--- src/rtl/gcd_seq_pkg.sv ---
// gcd_seq_pkg: shared state encoding and default sizing for the GCD sequencer.
package gcd_seq_pkg;
   typedef enum logic [1:0] {IDLE, CLR, RUN, RESP} gcd_seq_state_t;
   localparam int GCD_SEQ_W       = 4;
   localparam int GCD_SEQ_TIMEOUT = 64;
endpackage

--- src/rtl/gcd_seq_timer.sv ---
// gcd_seq_timer: clear/enable up-counter flagging terminal count TIMEOUT-1.
module gcd_seq_timer
   import gcd_seq_pkg::*;
#(
   parameter int TIMEOUT = GCD_SEQ_TIMEOUT
) (
   input  logic clk,
   input  logic rst_n,
   input  logic clr,
   input  logic en,
   output logic tc
);
   localparam int CW = $clog2(TIMEOUT);
   logic [CW-1:0] cnt;
   always_ff @(posedge clk or negedge rst_n)
      if (!rst_n) cnt <= '0;
      else if (clr) cnt <= '0;
      else if (en) cnt <= cnt + 1'b1;
   assign tc = cnt == CW'(TIMEOUT - 1);
endmodule

--- src/rtl/gcd_sequencer.sv ---
// gcd_sequencer: valid/ready front end driving one iterative GCD core, with
// zero-operand bypass, hang timeout and a consumed-job counter.
module gcd_sequencer
   import gcd_seq_pkg::*;
#(
   parameter int W       = GCD_SEQ_W,
   parameter int TIMEOUT = GCD_SEQ_TIMEOUT
) (
   input  logic         clk,
   input  logic         rst_n,
   input  logic         in_valid,
   output logic         in_ready,
   input  logic [W-1:0] in_x,
   input  logic [W-1:0] in_y,
   output logic         gcd_rst,
   output logic         gcd_run,
   output logic [W-1:0] gcd_x,
   output logic [W-1:0] gcd_y,
   input  logic [W-1:0] gcd_res,
   input  logic         gcd_done,
   output logic         out_valid,
   input  logic         out_ready,
   output logic [W-1:0] out_x,
   output logic [W-1:0] out_y,
   output logic [W-1:0] out_gcd,
   output logic         out_timeout,
   output logic [7:0]   job_count
);
   gcd_seq_state_t state, state_nxt;
   logic [W-1:0] x_q, y_q;
   logic tc, accept, bypass;
   assign in_ready = state == IDLE;
   assign accept   = in_valid && in_ready;
   assign bypass   = in_x == '0 || in_y == '0;
   gcd_seq_timer #(.TIMEOUT(TIMEOUT)) u_timer (
      .clk   (clk),
      .rst_n (rst_n),
      .clr   (state != RUN),
      .en    (state == RUN),
      .tc    (tc)
   );
   always_ff @(posedge clk or negedge rst_n)
      if (!rst_n) state <= IDLE;
      else state <= state_nxt;
   always_comb begin
      state_nxt = state;
      case (state)
         IDLE:    state_nxt = accept ? (bypass ? RESP : CLR) : IDLE;
         CLR:     state_nxt = RUN;
         RUN:     state_nxt = (gcd_done || tc) ? RESP : RUN;
         RESP:    state_nxt = out_ready ? IDLE : RESP;
         default: state_nxt = IDLE;
      endcase
   end
   always_ff @(posedge clk or negedge rst_n)
      if (!rst_n) begin
         x_q         <= '0;
         y_q         <= '0;
         out_gcd     <= '0;
         out_timeout <= 1'b0;
         job_count   <= '0;
      end else begin
         if (accept) begin
            x_q         <= in_x;
            y_q         <= in_y;
            out_gcd     <= in_x == '0 ? in_y : in_x;
            out_timeout <= 1'b0;
         end
         // done takes priority over a coincident timeout
         if (state == RUN && (gcd_done || tc)) begin
            out_gcd     <= gcd_done ? gcd_res : '0;
            out_timeout <= !gcd_done;
         end
         if (state == RESP && out_ready) job_count <= job_count + 8'd1;
      end
   assign gcd_x     = x_q;
   assign gcd_y     = y_q;
   assign out_x     = x_q;
   assign out_y     = y_q;
   assign out_valid = state == RESP;
   assign gcd_run   = state == RUN;
   assign gcd_rst   = !rst_n || state == CLR;
endmodule

--- config.mk ---
export PLATFORM = sky130hd
export DESIGN_NAME = gcd_sequencer
export DESIGN_NICKNAME = d
export VERILOG_FILES = /design/src/rtl/gcd_seq_pkg.sv /design/src/rtl/gcd_seq_timer.sv /design/src/rtl/gcd_sequencer.sv
export SDC_FILE = /design/constraint.sdc
export NUM_CORES = 1
export LEC_CHECK = 0
export BUFFER_PORTS_ARGS = -buffer_cell sky130_fd_sc_hd__buf_2
export CAP_MARGIN = 30
export CORE_ASPECT_RATIO = 0.5
export CORE_UTILIZATION = 49
export DETAILED_ROUTE_END_ITERATION = 8
export MAX_ROUTING_LAYER = met4
export PLACE_DENSITY = 0.75
export SYNTH_ARGS = -nofsm -noshare
export SYNTH_HDL_FRONTEND = slang
export SYNTH_SLANG_ARGS = --single-unit
--- constraint.sdc ---
create_clock -name clk -period 1.85 [get_ports clk]
set_clock_uncertainty 0.15 [all_clocks]
set_input_delay 0.185 -clock clk [delete_from_list [all_inputs] [get_ports clk]]
set_output_delay 0.185 -clock clk [all_outputs]
set_load 0.03 [all_outputs]
---- After elaboration in Yosys (flattened, before gate mapping) ----
Index checks and enable logic that the tools add are counted.
word-level totals
  register bits ........................... 29
  input port bits ......................... 17
  output and inout bits ................... 33
  logic and storage cells ................. 40
cells by class
  add/sub/neg operators ................... 2
  equality and inequality tests ........... 5
  multiplexer cells ....................... 13
  reduce and logical (&&, ||, !) cells .... 13
operators with widths
  cell                                           count
  two-way mux 4 bit                              4
  two-way mux 6 bit                              2
  adder 8 x 1 -> 8 bit, second input constant    1
  zero test 4 bit                                2
  case mux 2 bit (4 select lines)                1
  adder 6 x 1 -> 6 bit, second input constant    1
  == test 6 bit, second input constant           1
  two-way mux 2 bit                              3
  == test 2 bit, second input constant           2
  nonzero test 2 bit                             2
  logical AND 1 bit                              3
  logical OR 1 bit                               3
  two-way mux 1 bit                              3
  == test 2 x 1 -> 1 bit, second input constant  1
  zero test 1 bit                                2
  zero test 2 bit                                1
  != test 2 bit, second input constant           1

---- Longest topological paths before layout ----
Gate-level depths: netlist of the first run.
  depth in word-level cells ............... 5
  gate-level depth with buffers ........... 6
  depth with buffers taken out ............ 4

---- Hierarchy ----
From an unflattened synthesis of the first run, not the netlist that was laid out.
unflattened totals
  cells, all modules ...................... 133
  area, all modules ....................... 1446.4 um^2
modules (own cells, without submodules)
  module         instances  cells an instance  area an instance (um^2)  seq. area each (um^2)
  gcd_sequencer  1          105                1164.9                   575.6
  gcd_seq_timer  1          28                 281.5                    150.1

---- Least setup slack after synthesis of the first run ----
Ideal clock, no wire load.
  path type ............................... flip-flop to output port
  start point ............................. reg state[0]
  end point ............................... out gcd_rst
  arrival time ............................ 1203 ps
  required time ........................... 1515 ps
  setup slack ............................. 312 ps
  cell stages (with the launch flop) ...... 4
  buffers on the path ..................... 1
  cell sequence ........................... dfrtp_1 -> buf_2 -> inv_1 -> o21ai_0
on the way
  longest elaborated chain between the ends .. 2
RTL lines
  element                 line                 text
  start, declared         gcd_sequencer.sv:29  gcd_seq_state_t state, state_nxt;
  start signal, assigned  gcd_sequencer.sv:44  else state <= state_nxt;
  == test 2 x 1 -> 1 bit  gcd_sequencer.sv:82  assign gcd_rst = !rst_n || state == CLR;
  logical OR 1 bit        gcd_sequencer.sv:82
  end, declared           gcd_sequencer.sv:15  output logic gcd_rst,
No other way between the ends.

---- Worst setup path in the final report of the first run ----
  start point ............................. reg state[0]
  end point ............................... out gcd_run
on the way
  longest elaborated chain between the ends .. 1
RTL lines
  element        line                 text
  == test 2 bit  gcd_sequencer.sv:81  assign gcd_run = state == RUN;
  end, declared  gcd_sequencer.sv:16  output logic gcd_run,
No other way between the ends.

==> flow_summary_export.csv, run 1 <==
group,metric,value,unit
hold_path,hold_path_class,"in2reg",
clocking,clkLatencyLatePin,280,ps
setup_path,slowest_stage,"dfrtp_1",
power_and_ir_drop,peakVddDrop,831,µV
place,place_inst,224,
layout,instances_no_fill,240,
drt,viasPerCell,4.89,
timing,rsz0062_at_grt,"false",
synthesis,synth.distinct_cells,33,
timing,timing.final.crit_share,94.5,%
synthesis,yosysWarningCount,0,
layout,multiInputGateArea,599,µm²
setup_path,endpoint_kind,"primary output",
grt,grt_pass1_wl,4.43,mm
timing,hold_viol_final,0,
timing,fmax,572,MHz
floorplanning,start_util,53.8,%
clocking,cts_setup_buffers,0,
timing,tns,0,ps
power_and_ir_drop,power,3.07,mW
layout,final_cell_mix,"49 x buf_2, 32 x nand2_1, 29 x dfrtp_1",
synthesis,synth_top_area_share,49.9,%
drt,vias,1174,
floorplanning,die-area,0.00320,mm²
timing,min_period,1750,ps
place,gp_congestion,0.740,
setup_path,crit_buf_inv,3,
timing,setup_viol,0,
synthesis,netlist_area,0.00145,mm²
timing,worst_slew_pin_slew,370,ps
floorplanning,die_x,79.0,µm
synthesis,synth.area.top_cells,"dfrtp_1 50%, nand2_1 8.3%, buf_4 4.6%, xor2_1 3.0%, nor3_2 2.8%",
drt,routedWlPerCell,12.0,µm
setup_path,cp.required,1510,ps
clocking,cts_root_buffer,"clkbuf_8",
synthesis,ys_ff_latch,29,
setup_path,path_delay_family,"buffers and inverters",
setup_path,cp_cell_sequence,"buf_4 -> nand2b_2 -> inv_1 -> buf_2",
power_and_ir_drop,power_density,1660,mW/mm²
timing,relSlewSlack,75.0,%
layout,register_area,726,µm²
setup_path,startpoint_type,"flip-flop",
floorplanning,row_count,13,
hold_path,min_to,"gcd_x[1]$_DFFE_PN0P_",
clocking,cts_tree,"built",
layout,fillers,225,
place,place_hpwl,2.16,mm
grt,antenna_found_initial,0,
setup_path,r2r_start,"state[0]$_DFF_PN0_",
layout,antenna_cells,0,
clocking,htree_levels,2,
run_status,status,"finished clean",
drt,finalWirelength,2.89,mm
synthesis,ys_seq_area_share,49.9,%
grt,grt_overflow_total,0,
setup_path,r2r-end,"out_gcd[2]$_DFFE_PN0P_",
setup_path,r2r_cells,4,
synthesis,synth_top_cell_by_area,"dfrtp_1",
hold_path,hp-start,"in_x[1]",
grt,grt_max_degree,30,
drt,drcViolationCount,0,
hold_path,holdPathStages,3,
synthesis,syn-num-nets,166,
setup_path,cp.arrival,1410,ps
drt,first_pass_iters,4,
layout,syn_to_final_growth,27.5,%
place,port_buffers,49,
drt,drtIter0Drc,52,
job,cap_violations,0,
clocking,cts.sinks,29,
clocking,cts_resized,0,
clocking,cts_inserted_buffers,5,
clocking,clk_pin_slew,60,ps
setup_path,rrSetupSlack,220,ps
floorplanning,die_h,40.5,µm
grt,grt_pass1_vias,985,
floorplanning,io_pins,50,
timing,slew_violations,0,
layout,layout-drive-gt1-share,36.0,%
grt,track_usage,20.0,%
floorplanning,design.core.area,0.00270,mm²
synthesis,syn_avg_cell_area,9.89,µm²
setup_path,cpPeakStageDelay,380,ps
layout,layout_commonest_cell,"buf_2",
drt,drtAntennaViolNets,0,
setup_path,critPathKind,"reg2out",
synthesis,netlist_instances,147,
clocking,clockBufferDepth,2,
layout,nets,221,
power_and_ir_drop,leakagePower,0.949,nW
setup_path,crit_fanout,10,
-- metrics by stage --
stage	hold slack [ps]	utilization, %	instance area, µm²	setup WS (ps)
after floorplan	-261	-	1450	312
after global placement	101	62.0	1670	288
after detailed placement	102	62.0	1670	260
after CTS	27.2	68.7	1850	95.3
after global routing	39.7	68.7	1850	24.5
final	29.1	68.7	1850	101
-- how the worst max path moves through the flow --
stage | end | start | slack, ps | cells after the start
6_report | gcd_run | state[0]$_DFF_PN0_ | 100 | 4
5_1_grt | gcd_run | state[0]$_DFF_PN0_ | 20 | 4
4_1_cts | gcd_run | state[0]$_DFF_PN0_ | 100 | 4
3_5_place_dp | out_gcd[2]$_DFFE_PN0P_ | state[0]$_DFF_PN0_ | 260 | 4
3_3_place_gp | out_gcd[2]$_DFFE_PN0P_ | state[0]$_DFF_PN0_ | 290 | 4
2_1_floorplan | gcd_rst | state[0]$_DFF_PN0_ | 310 | 3
-- report_power, final --
part	leakage, nW	internal, mW	switching (mW)
combinational	0.524	0.468	1.02
sequential	0.371	0.854	0.160
clock	0.0542	0.336	0.237
-- layer usage --
layer / part of all wire (%) / GRT usage (%) / wire [µm]
met1: 49 / 25.3 / 1430
met2: 45 / 31.0 / 1290
met3: 4.8 / 6.14 / 139
met4: 1.1 / 6.82 / 31
met5: 0 / - / 0
-- logic make-up after synthesis --
family / count (synthesis) / synth area share [%]
AND/OR/NAND/NOR: 73 / 26.3
flip-flops: 29 / 49.9
buffers and inverters: 19 / 8.86
AO/OA/AOI/OAI: 14 / 6.97
XOR/XNOR: 9 / 5.42
adder cells (fa/ha/maj): 2 / 1.72
multiplexers: 1 / 0.774
-- final cells by class --
class                      instances  share of cell area (%)
clock inverter                     1                   0.270
sequential                        29                    39.1
tap                               37                    2.50
inverter                           5                    1.01
multi-input combinational         99                    32.3
timing repair buffer              62                    19.6
clock buffer                       7                    5.20
-- registers in the layout, summed over array words and instances, names as in the netlist --
signal	cells
job_count	8
u_timer.cnt	6
out_gcd	4
out_timeout	1
gcd_x	4
state	2
gcd_y	4
-- tightest hold or removal path: stages --
cell and delay, ps:
buf_2 140, nand2_1 60, nand2_1 40
-- synthesized netlist by cell type --
master / instances
o21ai_0: 5
buf_6: 3
a311oi_1: 1
and3_1: 2
nand2_1: 32
ha_1: 2
nand2_2: 2
and2_1: 2
nor4b_1: 4
buf_4: 9
nand2b_2: 1
inv_1: 5
nor2_1: 10
mux2_2: 1
o31ai_2: 1
xnor2_1: 4
a21boi_2: 1
nand3b_1: 1
nand4_1: 4
o32ai_1: 3
nor3b_2: 1
nor3_1: 2
clkbuf_1: 1
a21oi_1: 2
dfrtp_1: 29
buf_2: 1
o31ai_1: 1
xor2_1: 5
nor4_1: 2
or3b_1: 1
nand3_1: 3
nor3_2: 4
or3_1: 2
-- what timing repair did --
action | in CTS | in global routing
hold buffers | 8 | 0
hold endpoints to repair | 36 | 0
setup endpoints to repair | 0 | 0
Note: power is estimated with default switching activity, not from simulation.
==> run 2: changes to the inputs <==
--- a/config.mk
+++ b/config.mk
@@ -5,7 +5,7 @@
 export SDC_FILE = /design/constraint.sdc
 export NUM_CORES = 1
 export LEC_CHECK = 0
-export BUFFER_PORTS_ARGS = -buffer_cell sky130_fd_sc_hd__buf_2
+export BUFFER_PORTS_ARGS = -buffer_cell sky130_fd_sc_hd__buf_4
 export CAP_MARGIN = 30
 export CORE_ASPECT_RATIO = 0.5
 export CORE_UTILIZATION = 49
==> run 2 against run 1 <==
Total power grew 14%. Wire length grew 10%. Clock-buffer cell count shrank 2. Global-route usage grew 2.0 points. Sequential share of layout area shrank 3.6 points. Utilization grew 6.9 points. Largest cell class unchanged. Non-clock buffer count grew 3. Critical path depth is the same. Maximum frequency grew 1.1%. Sequential power is essentially flat.
==> flow_summary_export.csv, run 2 (synthesized netlist as in run 1, its figures left out) <==
group,metric,value,unit
run_status,status,"finished clean",
drt,dr_wl_met3,152,µm
setup_path,slowest_stage,"dfrtp_1",
setup_path,crit_top_cell,"buf_4",
layout,syn_to_final_growth,40.3,%
drt,routedWlPerCell,13.1,µm
power_and_ir_drop,pwr-share-comb,47.7,%
layout,final_cell_mix,"54 x buf_4, 32 x nand2_1, 29 x dfrtp_1",
layout,nets,224,
floorplanning,io_pins,50,
clocking,clk_pin_slew,60,ps
timing,tns,0,ps
timing,hold_viol_final,0,
timing,slew_violations,0,
timing,min_period,1730,ps
power_and_ir_drop,p_sw,1.46,mW
timing,setup_viol,0,
place,gp_congestion,0.715,
setup_path,crit_buf_inv,3,
drt,drtAntennaViolNets,0,
layout,antenna_cells,0,
drt,drtIter0Drc,44,
grt,antenna_found_initial,0,
drt,drcViolationCount,0,
drt,first_pass_iters,4,
floorplanning,row_count,13,
hold_path,hp-start,"in_x[2]",
grt,grt_max_degree,30,
clocking,cts_setup_buffers,0,
drt,routed.top_layer,"met4",
setup_path,cpPeakStageDelay,370,ps
timing,fmax,578,MHz
place,place_hpwl,2.23,mm
job,cap_violations,0,
power_and_ir_drop,p_seq_share,29.7,%
floorplanning,die_h,40.5,µm
clocking,cts_hold_buf,11,
setup_path,critPathKind,"reg2out",
drt,wl_met1,1.55,mm
setup_path,endpoint_kind,"primary output",
layout,layout-drive-gt1-share,35.4,%
power_and_ir_drop,peakVddDrop,1050,µV
floorplanning,die_x,79.0,µm
clocking,cts_resized,0,
clocking,clkLatencyLatePin,290,ps
setup_path,startpoint_type,"flip-flop",
drt,vias,1223,
power_and_ir_drop,cell_internal_pwr,2.03,mW
floorplanning,start_util,53.8,%
timing,timing.final.crit_share,93.5,%
clocking,cts.sinks,29,
place,dpl_cell_area,0.00180,mm²
layout,design_area,0.00204,mm²
drt,dr_wl_met2,1.45,mm
floorplanning,die-area,0.00320,mm²
drt,viasPerCell,5.03,
grt,grt_pass1_vias,1059,
clocking,cts_root_buffer,"clkbuf_8",
setup_path,cp.required,1510,ps
setup_path,crit_fanout,10,
power_and_ir_drop,p_clk_share,22.6,%
clocking,htree_levels,2,
timing,rsz0062_at_grt,"false",
setup_path,crit_path_start,"state[0]$_DFF_PN0_",
setup_path,r2r_start,"state[0]$_DFF_PN0_",
layout,layout_commonest_cell,"buf_4",
clocking,cts_inserted_buffers,5,
power_and_ir_drop,leakagePower,1.00,nW
grt,track_usage,21.9,%
place,port_buffers,49,
setup_path,cp.arrival,1390,ps
setup_path,path_delay_family,"buffers and inverters",
layout,largest_reg_flops,8,
timing,worst_slew_pin_slew,357,ps
clocking,cts_tree,"built",
hold_path,hold_path_class,"in2reg",
floorplanning,design.core.area,0.00270,mm²
layout,max_flop_register,"job_count",
grt,grt_overflow_total,0,
drt,finalWirelength,3.19,mm
grt,grt_pass1_wl,4.77,mm
layout,fillers,201,
power_and_ir_drop,power_density,1710,mW/mm²
layout,top_regs,"job_count (8), u_timer.cnt (6)",
clocking,clockBufferDepth,2,
timing,relSlewSlack,75.9,%
setup_path,cp_cell_sequence,"buf_4 -> nand2b_2 -> inv_1 -> buf_4",
power_and_ir_drop,swShare,41.9,%
run 2: cell types whose count changed in the layout (fill, tap and decap cells not counted):
cell	previous run	this run
clkbuf_8	7	5
buf_4	5	54
buf_2	49	0
bufinv_16	0	2
dlygate4sd3_1	8	11
run 2: metal layers:
metal  vias to the layer above  global-route usage (%)
met5                         -                       -
met4                         0                    8.18
li1                        607                       -
met3                         4                    6.14
met1                       576                    25.9
met2                        36                    37.3
run 2: worst paths after layout:
path                       cells past startpoint                       end  slack [ps]
max                                            4                   gcd_run         120
min                                            3      gcd_x[2]$_DFFE_PN0P_          30
max reg2reg                                    4    out_gcd[0]$_DFFE_PN0P_         240
min reg2reg                                    1  u_timer.cnt[0]$_DFF_PN0_         320
max in group asynchronous                      3  u_timer.cnt[1]$_DFF_PN0_         940
min in group asynchronous                      3  u_timer.cnt[3]$_DFF_PN0_         330
run 2: through the flow:
step / utilization (%) / hold slack (ps) / power (mW) / cells / setup slack (ps)
floorplan: - / -261 / 2.20 / 147 / 312
global placement: 66.5 / 78.9 / 2.67 / 224 / 282
detailed placement: 66.5 / 85.5 / 2.70 / 224 / 247
CTS: 75.5 / 20.7 / 3.51 / 243 / 110
global route: 75.5 / 27.6 / 3.67 / 243 / 36.4
finish: 75.5 / 26.8 / 3.49 / 243 / 120
run 2: layout make-up:
| class | count | area, µm² | share of cell area [%] |
|---|---|---|---|
| well taps | 37 | 46.3 | 2.27 |
| clock inverters | 3 | 65.1 | 3.19 |
| clock buffers | 5 | 68.8 | 3.37 |
| inverters | 5 | 18.8 | 0.920 |
| multi-input cells | 99 | 599 | 29.4 |
| flip-flops and latches | 29 | 726 | 35.6 |
| repair buffers | 65 | 515 | 25.3 |
run 2: worst register-to-register path: stages (launching register included):
cell	delay (ps)
dfrtp_1	370
buf_4	160
nand2b_2	240
o31ai_2	400
o32ai_1	150
run 2: power by group through the flow:
stage	registers (mW)	clock network, mW	logic [mW]
finish	1.04	0.788	1.67
global route	1.07	0.826	1.78
CTS	1.03	0.802	1.68
detailed placement	1.04	0	1.65
global placement	1.03	0	1.63
floorplan	1.36	0	0.843
